[config.mk]
export PLATFORM = sky130hd
export DESIGN_NAME = mem_access_unit
export DESIGN_NICKNAME = d
export VERILOG_FILES = /design/src/rtl/mem_access_unit.sv
export SDC_FILE = /design/constraint.sdc
export NUM_CORES = 1
export LEC_CHECK = 0
export CAP_MARGIN = 20
export CORE_MARGIN = 2
export CORE_UTILIZATION = 51
export DETAILED_ROUTE_END_ITERATION = 10
export MAX_ROUTING_LAYER = met4
export PLACE_DENSITY = 0.83
export REMOVE_ABC_BUFFERS = 1
export SLEW_MARGIN = 20
export SYNTH_ARGS = -nofsm -noshare
export SYNTH_HDL_FRONTEND = slang
export SYNTH_SLANG_ARGS = --single-unit
[constraint.sdc]
create_clock -name i_clk -period 4.5 [get_ports i_clk]
set_input_delay 0.9 -clock i_clk [delete_from_list [all_inputs] [get_ports i_clk]]
set_output_delay 0.9 -clock i_clk [all_outputs]
set_load 0.05 [all_outputs]
[src/rtl/mem_access_unit.sv]
// Load/store initiator between CPU datapath and byte memory; aligned accesses take one
// memory cycle, misaligned ones are split into ascending byte cycles (or rejected).
module mem_access_unit #(
    parameter bit SPLIT_UNALIGNED = 1'b1
) (
    input  logic        i_clk,
    input  logic        i_rst_n,
    input  logic        i_req,
    output logic        o_ready,
    input  logic        i_write,
    input  logic [15:0] i_addr,
    input  logic [1:0]  i_size,
    input  logic        i_signed,
    input  logic [31:0] i_wdata,
    output logic        o_done,
    output logic [31:0] o_rdata,
    output logic        o_err,
    output logic [15:0] o_maddr,
    output logic [31:0] o_mdata,
    output logic [1:0]  o_msize,
    output logic        o_mwe,
    input  logic [31:0] i_mdata
);

    typedef enum logic [1:0] {IDLE, XFER, RESP} state_t;

    state_t      state, state_nxt;
    logic        write_r, sgn_r;
    logic [15:0] addr_r;
    logic [1:0]  size_r;
    logic [31:0] wdata_r;
    logic [1:0]  k_r;
    logic [1:0]  last_r;
    logic [31:0] asm_r, asm_nxt;
    logic        done_r, err_r;
    logic [31:0] rdata_r;

    logic        accept, is_half, is_word, misaligned, reject;
    logic [31:0] load_raw;

    assign accept     = i_req && (state == IDLE);
    assign is_half    = (i_size == 2'b01) || (i_size == 2'b10);
    assign is_word    = (i_size == 2'b11);
    assign misaligned = (is_half && i_addr[0]) || (is_word && (i_addr[1:0] != 2'b00));
    assign reject     = misaligned && !SPLIT_UNALIGNED;

    assign o_ready = (state == IDLE);
    assign o_done  = done_r;
    assign o_err   = err_r;
    assign o_rdata = rdata_r;

    function automatic logic [31:0] extend(input logic [31:0] raw, input logic [1:0] sz,
                                           input logic sgn);
        logic [31:0] r;
        case (sz)
            2'b00:        r = {{24{sgn & raw[7]}}, raw[7:0]};
            2'b01, 2'b10: r = {{16{sgn & raw[15]}}, raw[15:0]};
            default:      r = raw;
        endcase
        return r;
    endfunction

    always_comb begin
        state_nxt = state;
        case (state)
            IDLE: if (accept) state_nxt = reject ? RESP : XFER;
            XFER: if (k_r == last_r) state_nxt = RESP;
            RESP: state_nxt = IDLE;
            default: state_nxt = IDLE;
        endcase
    end

    // last_r == 0 marks a single full-width cycle; otherwise byte k_r of a split access
    always_comb begin
        o_maddr = 16'h0000;
        o_mdata = 32'h0000_0000;
        o_msize = 2'b00;
        o_mwe   = 1'b1;
        if (state == XFER) begin
            o_mwe = ~write_r;
            if (last_r == 2'd0) begin
                o_maddr = addr_r;
                o_msize = size_r;
                o_mdata = wdata_r;
            end else begin
                o_maddr = addr_r + {14'd0, k_r};
                o_mdata = {24'd0, wdata_r[{k_r, 3'b000} +: 8]};
            end
        end
    end

    always_comb begin
        asm_nxt = asm_r;
        asm_nxt[{k_r, 3'b000} +: 8] = i_mdata[7:0];
        load_raw = (last_r == 2'd0) ? i_mdata : asm_nxt;
    end

    always_ff @(posedge i_clk or negedge i_rst_n) begin
        if (!i_rst_n) begin
            state   <= IDLE;
            write_r <= 1'b0;
            sgn_r   <= 1'b0;
            addr_r  <= 16'h0000;
            size_r  <= 2'b00;
            wdata_r <= 32'h0000_0000;
            k_r     <= 2'd0;
            last_r  <= 2'd0;
            asm_r   <= 32'h0000_0000;
            done_r  <= 1'b0;
            err_r   <= 1'b0;
            rdata_r <= 32'h0000_0000;
        end else begin
            state <= state_nxt;
            case (state)
                IDLE: begin
                    if (accept) begin
                        write_r <= i_write;
                        sgn_r   <= i_signed;
                        addr_r  <= i_addr;
                        size_r  <= i_size;
                        wdata_r <= i_wdata;
                        k_r     <= 2'd0;
                        asm_r   <= 32'h0000_0000;
                        if (misaligned && SPLIT_UNALIGNED)
                            last_r <= is_word ? 2'd3 : 2'd1;
                        else
                            last_r <= 2'd0;
                        if (reject) begin
                            done_r  <= 1'b1;
                            err_r   <= 1'b1;
                            rdata_r <= 32'h0000_0000;
                        end
                    end
                end
                XFER: begin
                    if (!write_r) asm_r <= asm_nxt;
                    k_r <= k_r + 2'd1;
                    if (k_r == last_r) begin
                        done_r  <= 1'b1;
                        err_r   <= 1'b0;
                        rdata_r <= write_r ? 32'h0000_0000 : extend(load_raw, size_r, sgn_r);
                    end
                end
                default: begin
                    done_r  <= 1'b0;
                    err_r   <= 1'b0;
                    rdata_r <= 32'h0000_0000;
                end
            endcase
        end
    end

endmodule

-- After elaboration in Yosys (flattened, before gate mapping)
Index checks and enable logic that the tools add are counted.
- flip-flop bits (word level): 124
- input port bits: 87
- output and inout port bits: 86
- word-level logic and storage cells: 75
- add/subtract/negate cells: 3
- eq/ne operators: 10
- shift operators: 3
- mux-type cells: 27
- bitwise gates (word level): 4
- reductions and logical operators: 16
- operators by type and width (operator ; count):
    $mux W32 ; 7
    $pmux W32 S2 ; 3
    $bwmux W32 ; 1
    $mux W16 ; 2
    $shift A8 B7 Y32 const A ; 1
    $shiftx A32 B6 Y8 ; 1
    $shiftx A8 B7 Y32 ; 1
    $add A16 B2 Y16 ; 1
    $mux W2 ; 7
    $pmux W2 S2 ; 2
    $reduce_and A2 Y1 ; 4
    $neg A5 Y7 ; 1
    $eq A2 B1 Y1 const B ; 3
    $eq A2 B2 Y1 const B ; 3
    $logic_not A2 Y1 ; 3
    $ne A2 B2 Y1 const B ; 2
    $pmux W1 S2 ; 2
    $reduce_bool A2 Y1 ; 2
    $logic_and A1 B1 Y1 ; 3
    $mux W1 ; 3
    $reduce_and A3 Y1 ; 1
    $add A2 B1 Y2 const B ; 1
    $and A1 B1 Y1 ; 2
    $eq A2 B2 Y1 ; 1
    4 further kinds ; 6

-- Longest topological paths before layout
- depth in word-level cells: 9
- gate-level depth with buffers: 9
- depth with buffers taken out: 7

-- Worst setup path after synthesis
OpenSTA, ideal clock, no wires.
- path kind: register -> output
- start point: register k_r[1]
- end point: output o_maddr[1]
- arrival: 2.558 ns
- required time: 3.600 ns
- path slack: 1.042 ns
- cell stages (with the launch flop): 5
- buffers on the path: 1
- cell sequence: dfrtp_1 > clkbuf_1 > inv_1 > fa_1 > a211oi_1
- longest elaborated chain between the ends: 3
- ends and longest elaborated chain (what ; RTL line ; text):
    start: declaration ; 32 ; logic [1:0] k_r;
    start signal: assignment ; 137 ; k_r <= k_r + 2'd1;
    $add A16 B2 Y16 ; 86 ; o_maddr = addr_r + {14'd0, k_r};
    $mux W16 ; 81 ; if (last_r == 2'd0) begin
    $mux W16 ; 79 ; if (state == XFER) begin
    end: declaration ; 18 ; output logic [15:0] o_maddr,
No other way between the ends.

-- Final worst setup path
- start point: register k_r[0]
- end point: output o_maddr[14]
Same word-level chain as after synthesis.

==> impl_metrics.py <==
metrics = {
    "status": {
        "outcome": "finished clean",
    },
    "cts": {
        "cts_tree": "built",
        "clk_path_buf_depth": 2,
        "numCtsBuffers": 17,
        "cts_hold_buf": 0,
        "cts-root-buf": "clkbuf_16",
        "htree_num_levels": 4,
        "cts_setup_buffers": 0,
        "insertion_delay_ns": 0.43,
        "cts.sinks": 123,
        "ctsResizeCount": 0,
        "clkSlewWorstSetupHoldPaths_ns": 0.06,
    },
    "sta": {
        "final-hold-violation-count": 0,
        "max_freq_ghz": 0.2358,
        "relSlewSlack_pct": 27.58,
        "clock_skew_ns": 0.01115,
        "rsz0062_at_grt": "no",
        "setup_viol_count_final": 0,
        "tightest_slew_ns": 1.083,
        "fin_crit_ns": 4.240,
        "fin_setup_tns_ns": 0,
        "fin_crit_sh_pct": 94.23,
        "maxSlewViolCount": 0,
    },
    "detailed_routing": {
        "drt-pass1-iter-count": 9,
        "drt-wirelength-per-cell_um": 18.83,
        "via_per_inst": 5.966,
        "ant_nets": 0,
        "drt_iter0_drc": 513,
        "routed_wirelength_um": 19280,
        "route.detailed.drc": 0,
        "via_count": 6109,
    },
    "job": {
        "maxCapViolCount": 0,
    },
    "critical_path": {
        "cp.required_ns": 3.60,
        "cp-end-kind": "primary output",
        "crit_type": "flop to primary output",
        "cpMaxStageDelayCell": "clkdlybuf4s50_1",
        "crit_chain": "ha_1 -> inv_1 -> fa_1 -> nor3_1 -> a311oi_1 -> a41o_1 -> clkdlybuf4s50_1",
        "regToRegSetupSlack_ns": 1.60,
        "startpoint_type": "flop",
        "worst_path_largest_cell_delay_ns": 0.70,
        "cp_max_fo": 13,
        "critPathArrivalTime_ns": 3.34,
    },
    "synth": {
        "dominantRegCellSynth": "dfrtp_1",
        "avgSynthCellArea_um2": 9.185,
        "syn_inst": 692,
        "synth-seq-cells": 123,
        "yosys_warnings": 0,
        "synth-edff-count": 0,
        "synth_area_um2": 6356,
        "yosysUniqueCellTypes": 61,
        "synth_seq_area_share_pct": 48.43,
        "async_flop_share_pct": 100.0,
    },
    "power": {
        "p_leak_uw": 0.004004,
        "power_frac_seq_pct": 27.3,
        "pwr-share-clk_pct": 19.4,
        "vdd_drop_max_mv": 0.5285,
        "p_int_uw": 3449,
        "p_total_uw": 6713,
        "power_density_nw_per_um2": 769.4,
        "p_switching_uw": 3264,
        "pwr-share-comb_pct": 53.3,
        "switching_share_pct": 48.62,
    },
    "floorplan": {
        "start_util_pct": 52.48,
        "ios": 173,
        "die_h_um": 115.6,
        "die_w_um": 115.6,
        "core_um2": 12110,
        "die_area_um2": 13370,
        "num_rows": 40,
    },
    "placed_design": {
        "portBuffers": 171,
        "gp_congestion": 0.9085,
        "detailed_place_hpwl_um": 13140,
    },
    "cells_and_area": {
        "seq_area_um2": 3078,
        "drive_gt1_share_pct": 7.126,
        "multi_input_area_um2": 3049,
        "area_growth_syn_to_layout_pct": 37.26,
        "final_common_cell": "nand2_1",
        "final_cell_mix": "nand2_1, clkdlybuf4s50_1, dfrtp_1, a22o_1, nor2_1",
        "fill_cells": 903,
        "layout.nets": 941,
        "insertedDiodeCount": 0,
    },
    "global_routing": {
        "grt_pass1_wl_um": 29900,
        "grt.total_usage_pct": 29.78,
        "antenna_found_initial": 0,
        "grt_pass1_vias": 6012,
        "grt_overflow_total": 0,
        "grt_max_degree": 61,
    },
    "min_path": {
        "hold_class": "flop to flop",
    },
}
## layer usage
layer,wire [um],GRT usage (%),up-vias
met2,9355,47.41,315
met4,346,10.16,0
li1,-,-,2769
met3,1734,8.734,38
met1,7844,36.58,2987
met5,0,-,-
## layout make-up
cell class                 instances  share of cell area, %
inverter                          16                 0.6884
sequential                       123                  35.28
multi-input combinational        507                  34.95
timing repair buffer             178                  20.19
clock inverter                    15                  1.606
clock buffer                      17                  4.876
tap                              168                  2.409
## synthesized netlist by cell type, types with 9 or more instances
cell type | n | area, um^2
a21oi_1 | 20 | 100.1
a22o_1 | 32 | 280.3
and3_1 | 27 | 168.9
buf_2 | 10 | 50.05
clkbuf_1 | 29 | 108.9
dfrtp_1 | 123 | 3078
ha_1 | 10 | 125.1
inv_1 | 16 | 60.06
nand2_1 | 188 | 705.7
nor2_1 | 30 | 112.6
nor2b_1 | 10 | 62.56
nor3_1 | 10 | 50.05
o21ai_0 | 22 | 110.1
o311a_1 | 9 | 90.09
o31ai_1 | 13 | 97.59
## per-stage QoR
step	hold WS (ns)	std cells	setup WS (ns)	cell area [um^2]	util (%)
floorplan	0.4404	646	0.3192	6167	-
global placement	0.4522	992	0.8145	8159	67.37
detailed placement	0.4577	992	0.7921	8159	67.37
CTS	0.4718	1024	0.3077	8725	72.04
global route	0.5062	1024	0.1457	8725	72.04
finish	0.4741	1024	0.2597	8725	72.04
## state kept, by name, indices dropped and copies added, names as in the netlist, 2 cells and up
| register | cells |
|---|---|
| o_rdata | 32 |
| size_r | 2 |
| asm_r | 32 |
| state | 2 |
| last_r | 2 |
| wdata_r | 32 |
| addr_r | 16 |
| k_r | 2 |
## path summary, 6_finish.rpt
| kind | cells past startpoint | to | start |
|---|---|---|---|
| setup / recovery | 7 | o_maddr[14] | k_r[0] |
| hold / removal | 2 | wdata_r[7] | wdata_r[7] |
| setup reg to reg | 6 | o_rdata[12] | k_r[0] |
| hold reg to reg | 2 | wdata_r[7] | wdata_r[7] |
| max in group asynchronous | 2 | asm_r[25] | i_rst_n |
| min in group asynchronous | 1 | asm_r[20] | i_rst_n |
## logic make-up (layout without fill, tap and decap cells)
family	count (synthesis)	in the layout	synth area share, %
and+or+nand+nor	309	309	22.26
AOI/OAI and AO/OA	159	159	18.86
other	1	1	0.05900
xor gates and xnor gates	11	11	1.516
DFF	123	123	48.43
muxes	16	16	2.677
adders and majority gates	11	11	2.283
buffers and inverters	62	226	3.917
## worst max-delay path: cells and delay by family (launching register included)
kind	cells	cell delay, ns
AO/OA/AOI/OAI	2	0.47
buffers and inverters	2	0.76
AND/OR/NAND/NOR	1	0.43
adder cells (fa/ha/maj)	2	0.66
flip-flops	1	0.59
## power groups by stage
stage	clock (uW)	combinational (uW)	sequential (uW)
global placement	0	3440	1810
CTS	1310	3550	1820
finish	1300	3580	1830
detailed placement	0	3520	1830
floorplan	0	2080	2050
global route	1360	3810	1870
Note: power is estimated with default switching activity, not from simulation.
